==> src/rtl/approx_pkg.sv <==
// Shared constants and FSM state type for the approximate unsigned divider.
// Contents:
//   OPW      operand / quotient width (8)
//   SEGW     normalised segment width (4)
//   SHW      segment shift width (3, shift range 0..4)
//   DIVW     remainder width during restoring division (SEGW + 1)
//   state_t  divider FSM state encoding
package approx_pkg;

    localparam int unsigned OPW  = 8;
    localparam int unsigned SEGW = 4;
    localparam int unsigned SHW  = 3;
    localparam int unsigned DIVW = SEGW + 1;

    typedef enum logic [2:0] {
        StIdle,
        StNorm,
        StDiv,
        StCorr,
        StDone
    } state_t;

endpackage

==> src/rtl/approx_seg_sel.sv <==
// Leading-one segment selector.
// Picks the 4-bit window whose MSB is the operand's leading one. Operands
// below 16 are passed through unshifted.
// Ports:
//   x      in   8  operand
//   seg    out  4  selected segment, (x >> shift)[3:0]
//   shift  out  3  right shift applied, 0..4
module approx_seg_sel
    import approx_pkg::*;
(
    input  logic [OPW-1:0]  x,
    output logic [SEGW-1:0] seg,
    output logic [SHW-1:0]  shift
);

    always_comb begin
        seg   = x[3:0];
        shift = 3'd0;
        if (x[7]) begin
            seg   = x[7:4];
            shift = 3'd4;
        end else if (x[6]) begin
            seg   = x[6:3];
            shift = 3'd3;
        end else if (x[5]) begin
            seg   = x[5:2];
            shift = 3'd2;
        end else if (x[4]) begin
            seg   = x[4:1];
            shift = 3'd1;
        end
    end

endmodule

==> src/rtl/unsigned_approx_div.sv <==
// Approximate 8-bit unsigned divider.
// Both operands are reduced to 4-bit leading-one segments, the segments are
// divided by an 8-step restoring divider into a 4.4 fixed-point quotient, and
// the quotient is rescaled by the segment exponent difference. Fixed latency:
// NORM (1) + DIV (8) + CORR (1), then DONE holds the result until taken.
// Build option: define APPROX_DIV_ROUND_EN for round-half-up rescaling;
// otherwise the rescale truncates. Latency is identical in both builds.
// Ports:
//   clk        in   1  clock, rising edge
//   rst        in   1  asynchronous active-high reset
//   in_valid   in   1  operands valid
//   in_ready   out  1  high only in IDLE
//   A          in   8  dividend
//   B          in   8  divisor
//   out_valid  out  1  result valid (DONE)
//   out_ready  in   1  consumer accepts result
//   Y          out  8  approximate quotient (8'hFF on divide-by-zero)
//   dz         out  1  divide-by-zero flag
module unsigned_approx_div
    import approx_pkg::*;
(
    input  logic           clk,
    input  logic           rst,
    input  logic           in_valid,
    output logic           in_ready,
    input  logic [OPW-1:0] A,
    input  logic [OPW-1:0] B,
    output logic           out_valid,
    input  logic           out_ready,
    output logic [OPW-1:0] Y,
    output logic           dz
);

    state_t          state_q;
    logic [OPW-1:0]  a_q, b_q;
    logic [SEGW-1:0] bseg_q;
    logic [3:0]      e_q;      // two's complement, -4..+4
    logic            bz_q;
    logic [OPW-1:0]  num_q;    // dividend bits still to shift in, MSB first
    logic [DIVW-1:0] rem_q;
    logic [OPW-1:0]  qf_q;     // 4.4 fixed-point segment quotient
    logic [2:0]      cnt_q;

    logic [SEGW-1:0] aseg, bseg;
    logic [SHW-1:0]  sa, sb;

    approx_seg_sel u_seg_a (
        .x     (a_q),
        .seg   (aseg),
        .shift (sa)
    );

    approx_seg_sel u_seg_b (
        .x     (b_q),
        .seg   (bseg),
        .shift (sb)
    );

    // One restoring-division step.
    logic [DIVW-1:0] rem_sh, rem_nx;
    logic            q_bit;

    always_comb begin
        rem_sh = {rem_q[DIVW-2:0], num_q[OPW-1]};
        q_bit  = (rem_sh >= {1'b0, bseg_q});
        rem_nx = q_bit ? (rem_sh - {1'b0, bseg_q}) : rem_sh;
    end

    // Rescale: shift right by 4-E (0..8); 4-bit wraparound yields 0..8 directly.
    logic [3:0]     corr_sh;
    logic [OPW-1:0] y_corr;
`ifdef APPROX_DIV_ROUND_EN
    logic [OPW:0]   rnd_sum, rnd_res;
`endif

    always_comb begin
        corr_sh = 4'd4 - e_q;
`ifdef APPROX_DIV_ROUND_EN
        rnd_sum = {1'b0, qf_q};
        if (corr_sh != 4'd0) begin
            rnd_sum = {1'b0, qf_q} + (9'd1 << (corr_sh - 4'd1));
        end
        rnd_res = rnd_sum >> corr_sh;
        y_corr  = rnd_res[OPW] ? 8'hFF : rnd_res[OPW-1:0];
`else
        y_corr  = qf_q >> corr_sh;
`endif
    end

    always_ff @(posedge clk or posedge rst) begin
        if (rst) begin
            state_q   <= StIdle;
            in_ready  <= 1'b1;
            out_valid <= 1'b0;
            Y         <= '0;
            dz        <= 1'b0;
            a_q       <= '0;
            b_q       <= '0;
            bseg_q    <= '0;
            e_q       <= '0;
            bz_q      <= 1'b0;
            num_q     <= '0;
            rem_q     <= '0;
            qf_q      <= '0;
            cnt_q     <= '0;
        end else begin
            unique case (state_q)
                StIdle: begin
                    if (in_valid) begin
                        a_q      <= A;
                        b_q      <= B;
                        in_ready <= 1'b0;
                        state_q  <= StNorm;
                    end
                end
                StNorm: begin
                    bseg_q  <= bseg;
                    e_q     <= {1'b0, sa} - {1'b0, sb};
                    bz_q    <= (b_q == '0);
                    num_q   <= {aseg, 4'b0000};
                    rem_q   <= '0;
                    qf_q    <= '0;
                    cnt_q   <= '0;
                    state_q <= StDiv;
                end
                StDiv: begin
                    rem_q <= rem_nx;
                    num_q <= {num_q[OPW-2:0], 1'b0};
                    qf_q  <= {qf_q[OPW-2:0], q_bit};
                    cnt_q <= cnt_q + 3'd1;
                    if (cnt_q == 3'd7) begin
                        state_q <= StCorr;
                    end
                end
                StCorr: begin
                    Y         <= bz_q ? 8'hFF : y_corr;
                    dz        <= bz_q;
                    out_valid <= 1'b1;
                    state_q   <= StDone;
                end
                StDone: begin
                    if (out_ready) begin
                        out_valid <= 1'b0;
                        in_ready  <= 1'b1;
                        state_q   <= StIdle;
                    end
                end
                default: begin
                    state_q <= StIdle;
                end
            endcase
        end
    end

endmodule
==> config.mk <==
export PLATFORM = sky130hd
export DESIGN_NAME = unsigned_approx_div
export DESIGN_NICKNAME = d
export VERILOG_FILES = /design/src/rtl/approx_pkg.sv /design/src/rtl/approx_seg_sel.sv /design/src/rtl/unsigned_approx_div.sv
export SDC_FILE = /design/constraint.sdc
export NUM_CORES = 1
export LEC_CHECK = 0
export ABC_AREA = 1
export CORE_ASPECT_RATIO = 1.25
export CORE_MARGIN = 3
export CORE_UTILIZATION = 37
export DETAILED_ROUTE_END_ITERATION = 16
export PLACE_DENSITY = 0.52
export SYNTH_ARGS = -nofsm -noshare
export SYNTH_HDL_FRONTEND = slang
export SYNTH_HIERARCHICAL = 1
export SYNTH_SLANG_ARGS = --single-unit
==> constraint.sdc <==
create_clock -name clk -period 2.3 [get_ports clk]
set_input_delay 0.345 -clock clk [delete_from_list [all_inputs] [get_ports clk]]
set_output_delay 0.345 -clock clk [all_outputs]
set_load 0.005 [all_outputs]
==> results.sh <==
export IMPL_die_area_sq_um=9810
export IMPL_crit_fanout=11
export IMPL_slew_viol_final=0
export IMPL_fin_crit_ps=1930
export IMPL_chipWidth_um=89.2
export IMPL_min_period_over_period_pct=84.0
export IMPL_top_layer_used="met4"
export IMPL_yosys_area_top_type="dfrtp_1"
export IMPL_final_layout_size_suffix_gt1_share_pct=9.49
export IMPL_root_buffer="clkbuf_8"
export IMPL_clock_path_buffers=2
export IMPL_die_h_um=110
export IMPL_area_delta_synth_final_pct=19.0
export IMPL_hold_viol=0
export IMPL_p_per_area_nw_per_um2=1550
export IMPL_mostFrequentLayoutCells="nand2_1, dfrtp_1, nor2_1"
export IMPL_power_frac_clock_pct=17.8
export IMPL_clock_sinks=58
export IMPL_holdWs_ps=323
export IMPL_peakVddDrop_mv=0.532
export IMPL_final_antenna_net_count=0
export IMPL_port_buffers=30
export IMPL_grt_overflow=0
export IMPL_r2r_start="e_q[0]"
export IMPL_antenna_cells=0
export IMPL_wirelength_um=6830
export IMPL_tns_ps=0
export IMPL_initialDrtViolationCount=109
export IMPL_static_leakage_power_uw=0.00188
export IMPL_num_io_pins=31
export IMPL_cp_data_arrival_time_ps=2200
export IMPL_stdcell_area_sq_um=3810
export IMPL_skew_ps=7.28
export IMPL_worstSkewPairLatency_ps=340
export IMPL_grt_pass1_vias=2674
export IMPL_tritoncts="yes"
export IMPL_rsz0062_at_grt="no"
export IMPL_pwr_share_comb_pct=49.5
export IMPL_crit_type="flop to flop"
export IMPL_routed_via_count=2677
export IMPL_drv_cap=0
export IMPL_end_kind="flop"
export IMPL_required_ps=2570
export IMPL_start_util_pct=38.4
export IMPL_cts_made_buffers=9
export IMPL_clk_pin_slew_ps=70
export IMPL_met3_length_um=220
export IMPL_finalNonFillerCells=550
export IMPL_coreArea_sq_um=8330
export IMPL_grtUsageTotal_pct=16.0
export IMPL_pre_cts_ws_ps=415
export IMPL_yosysSeqAreaShare_pct=45.4
export IMPL_ys_seq_elements=58
export IMPL_synth_top_area_share_pct=44.6
export IMPL_yosysUniqueCellTypes=34
export IMPL_synthTopCellsByArea="dfrtp_1, nand2_1, nand3_1"
export IMPL_synth_warnings=6
export IMPL_synth_edff_count=0
export IMPL_wl_met2_um=3490
export IMPL_maxSlewHeadroom_pct=70.6
export IMPL_postSynthAreaPerCell_sq_um=7.77
export IMPL_drc=0
export IMPL_fin_nets=480
export IMPL_fmax_ghz=0.518
export IMPL_switching_share_pct=44.1
export IMPL_routabilityCongestion=0.899
export IMPL_outcome="complete, no violations"
export IMPL_antenna_found_initial=0
export IMPL_r2r_cells=8
export IMPL_wl_met1_um=2990
export IMPL_async_flop_share_pct=100
export IMPL_cp_start_kind="flop"
export IMPL_dr_pass1_iters=4
export IMPL_r2r_end="Y[0]"
export IMPL_synth_ff_type="dfrtp_1"
export IMPL_final_setup_viol_count=0
export IMPL_placed_cells=534
export IMPL_final_common_cell="nand2_1"
export IMPL_synth_net_count=444
export IMPL_row_count=37
export IMPL_routed_via_density=4.87
export IMPL_power_switching_uw=2610
export IMPL_p_int_uw=3310
export IMPL_setup_ws_ps=368
export IMPL_placed_cell_area_sq_um=3590
export IMPL_tightest_slew_ps=438
export IMPL_ctsHtreeMaxLevel=3
export IMPL_cts_resized=0
export IMPL_grt_max_degree=26
export IMPL_post_cts_setup_buffers=0
export IMPL_cts_hold_fix_buffers=0
export IMPL_p_seq_share_pct=32.6
export IMPL_hp_class="primary input to async pin"
export IMPL_syn_area_sq_um=3200
export IMPL_place_detailed_hpwl_um=5190
export IMPL_postSynthCellCount=412
export IMPL_grt_first_pass_wirelength_um=12000
export IMPL_wl_per_cell_um=12.4
export IMPL_rrSetupSlack_ps=370
export IMPL_startpoint="e_q[0]"
## cells by family after synthesis
kind of cell / count (synthesis) / share of synthesized area [%]
AO/OA/AOI/OAI: 48 / 8.60
flip-flops: 58 / 45.4
XOR/XNOR: 4 / 1.10
adder cells (fa/ha/maj): 12 / 5.16
buffers and inverters: 59 / 8.37
AND/OR/NAND/NOR: 231 / 31.4
## per-stage QoR
step	power [uW]	util (%)
after floorplan	4150	-
after global placement	4860	43.1
after detailed placement	4900	43.1
after CTS	5980	45.7
after global routing	6590	45.7
final	5910	45.7
## metal layers
layer	GRT usage (%)	vias up
li1	-	1384
met1	18.5	1238
met5	0	-
met3	4.27	11
met2	27.5	44
met4	6.49	0
## worst max-delay path by stage
stage                       to  slack, ps  cells past startpoint
after floorplan           Y[0]        530                      1
after global placement    Y[5]        480                      7
after detailed placement  Y[5]        410                      7
after CTS                 Y[5]        380                      7
after global routing      Y[0]        150                      8
final                     Y[0]        370                      8
## Yosys cell counts (all sizes together), types with 3 or more instances
cell,number
ha,10
xor2,3
nor2,40
nor3,3
dfrtp,57
nand3,32
nand4,5
inv,47
nand2,146
o21ai,19
o22ai,7
buf,10
a21oi,15
nor4,3
## critical path: stages, from the launching register on
cell      delay, ps
dfrtp_1         480
inv_1           220
ha_1            450
clkinv_1        240
nand3_1         140
nand2_1          80
nand2_1          60
nand3_1          60
a21oi_1         120
## sequential cells by signal, summed over array words and instances (netlist names), 3 cells and up
name / count
Y: 8
a_q: 8
b_q: 8
bseg_q: 4
cnt_q: 3
e_q: 4
num_q: 4
qf_q: 8
rem_q: 4
state_q: 3
## final cells by class
type | count | area [sq um]
fillers | 862 | 4520
multi-input cells | 295 | 1480
flip-flops and latches | 58 | 1450
repair buffers | 35 | 350
inverters | 49 | 186
clock buffers | 11 | 141
well taps | 97 | 121
clock inverters | 5 | 77.6
## power by group through the flow
stage	logic (uW)	clock network [uW]	registers (uW)
after global routing	3440	1130	2010
after detailed placement	2950	0	1950
after global placement	2910	0	1950
after floorplan	2300	0	1850
final	2930	1050	1930
after CTS	2960	1080	1940
Power figures use the tool's default switching activity.
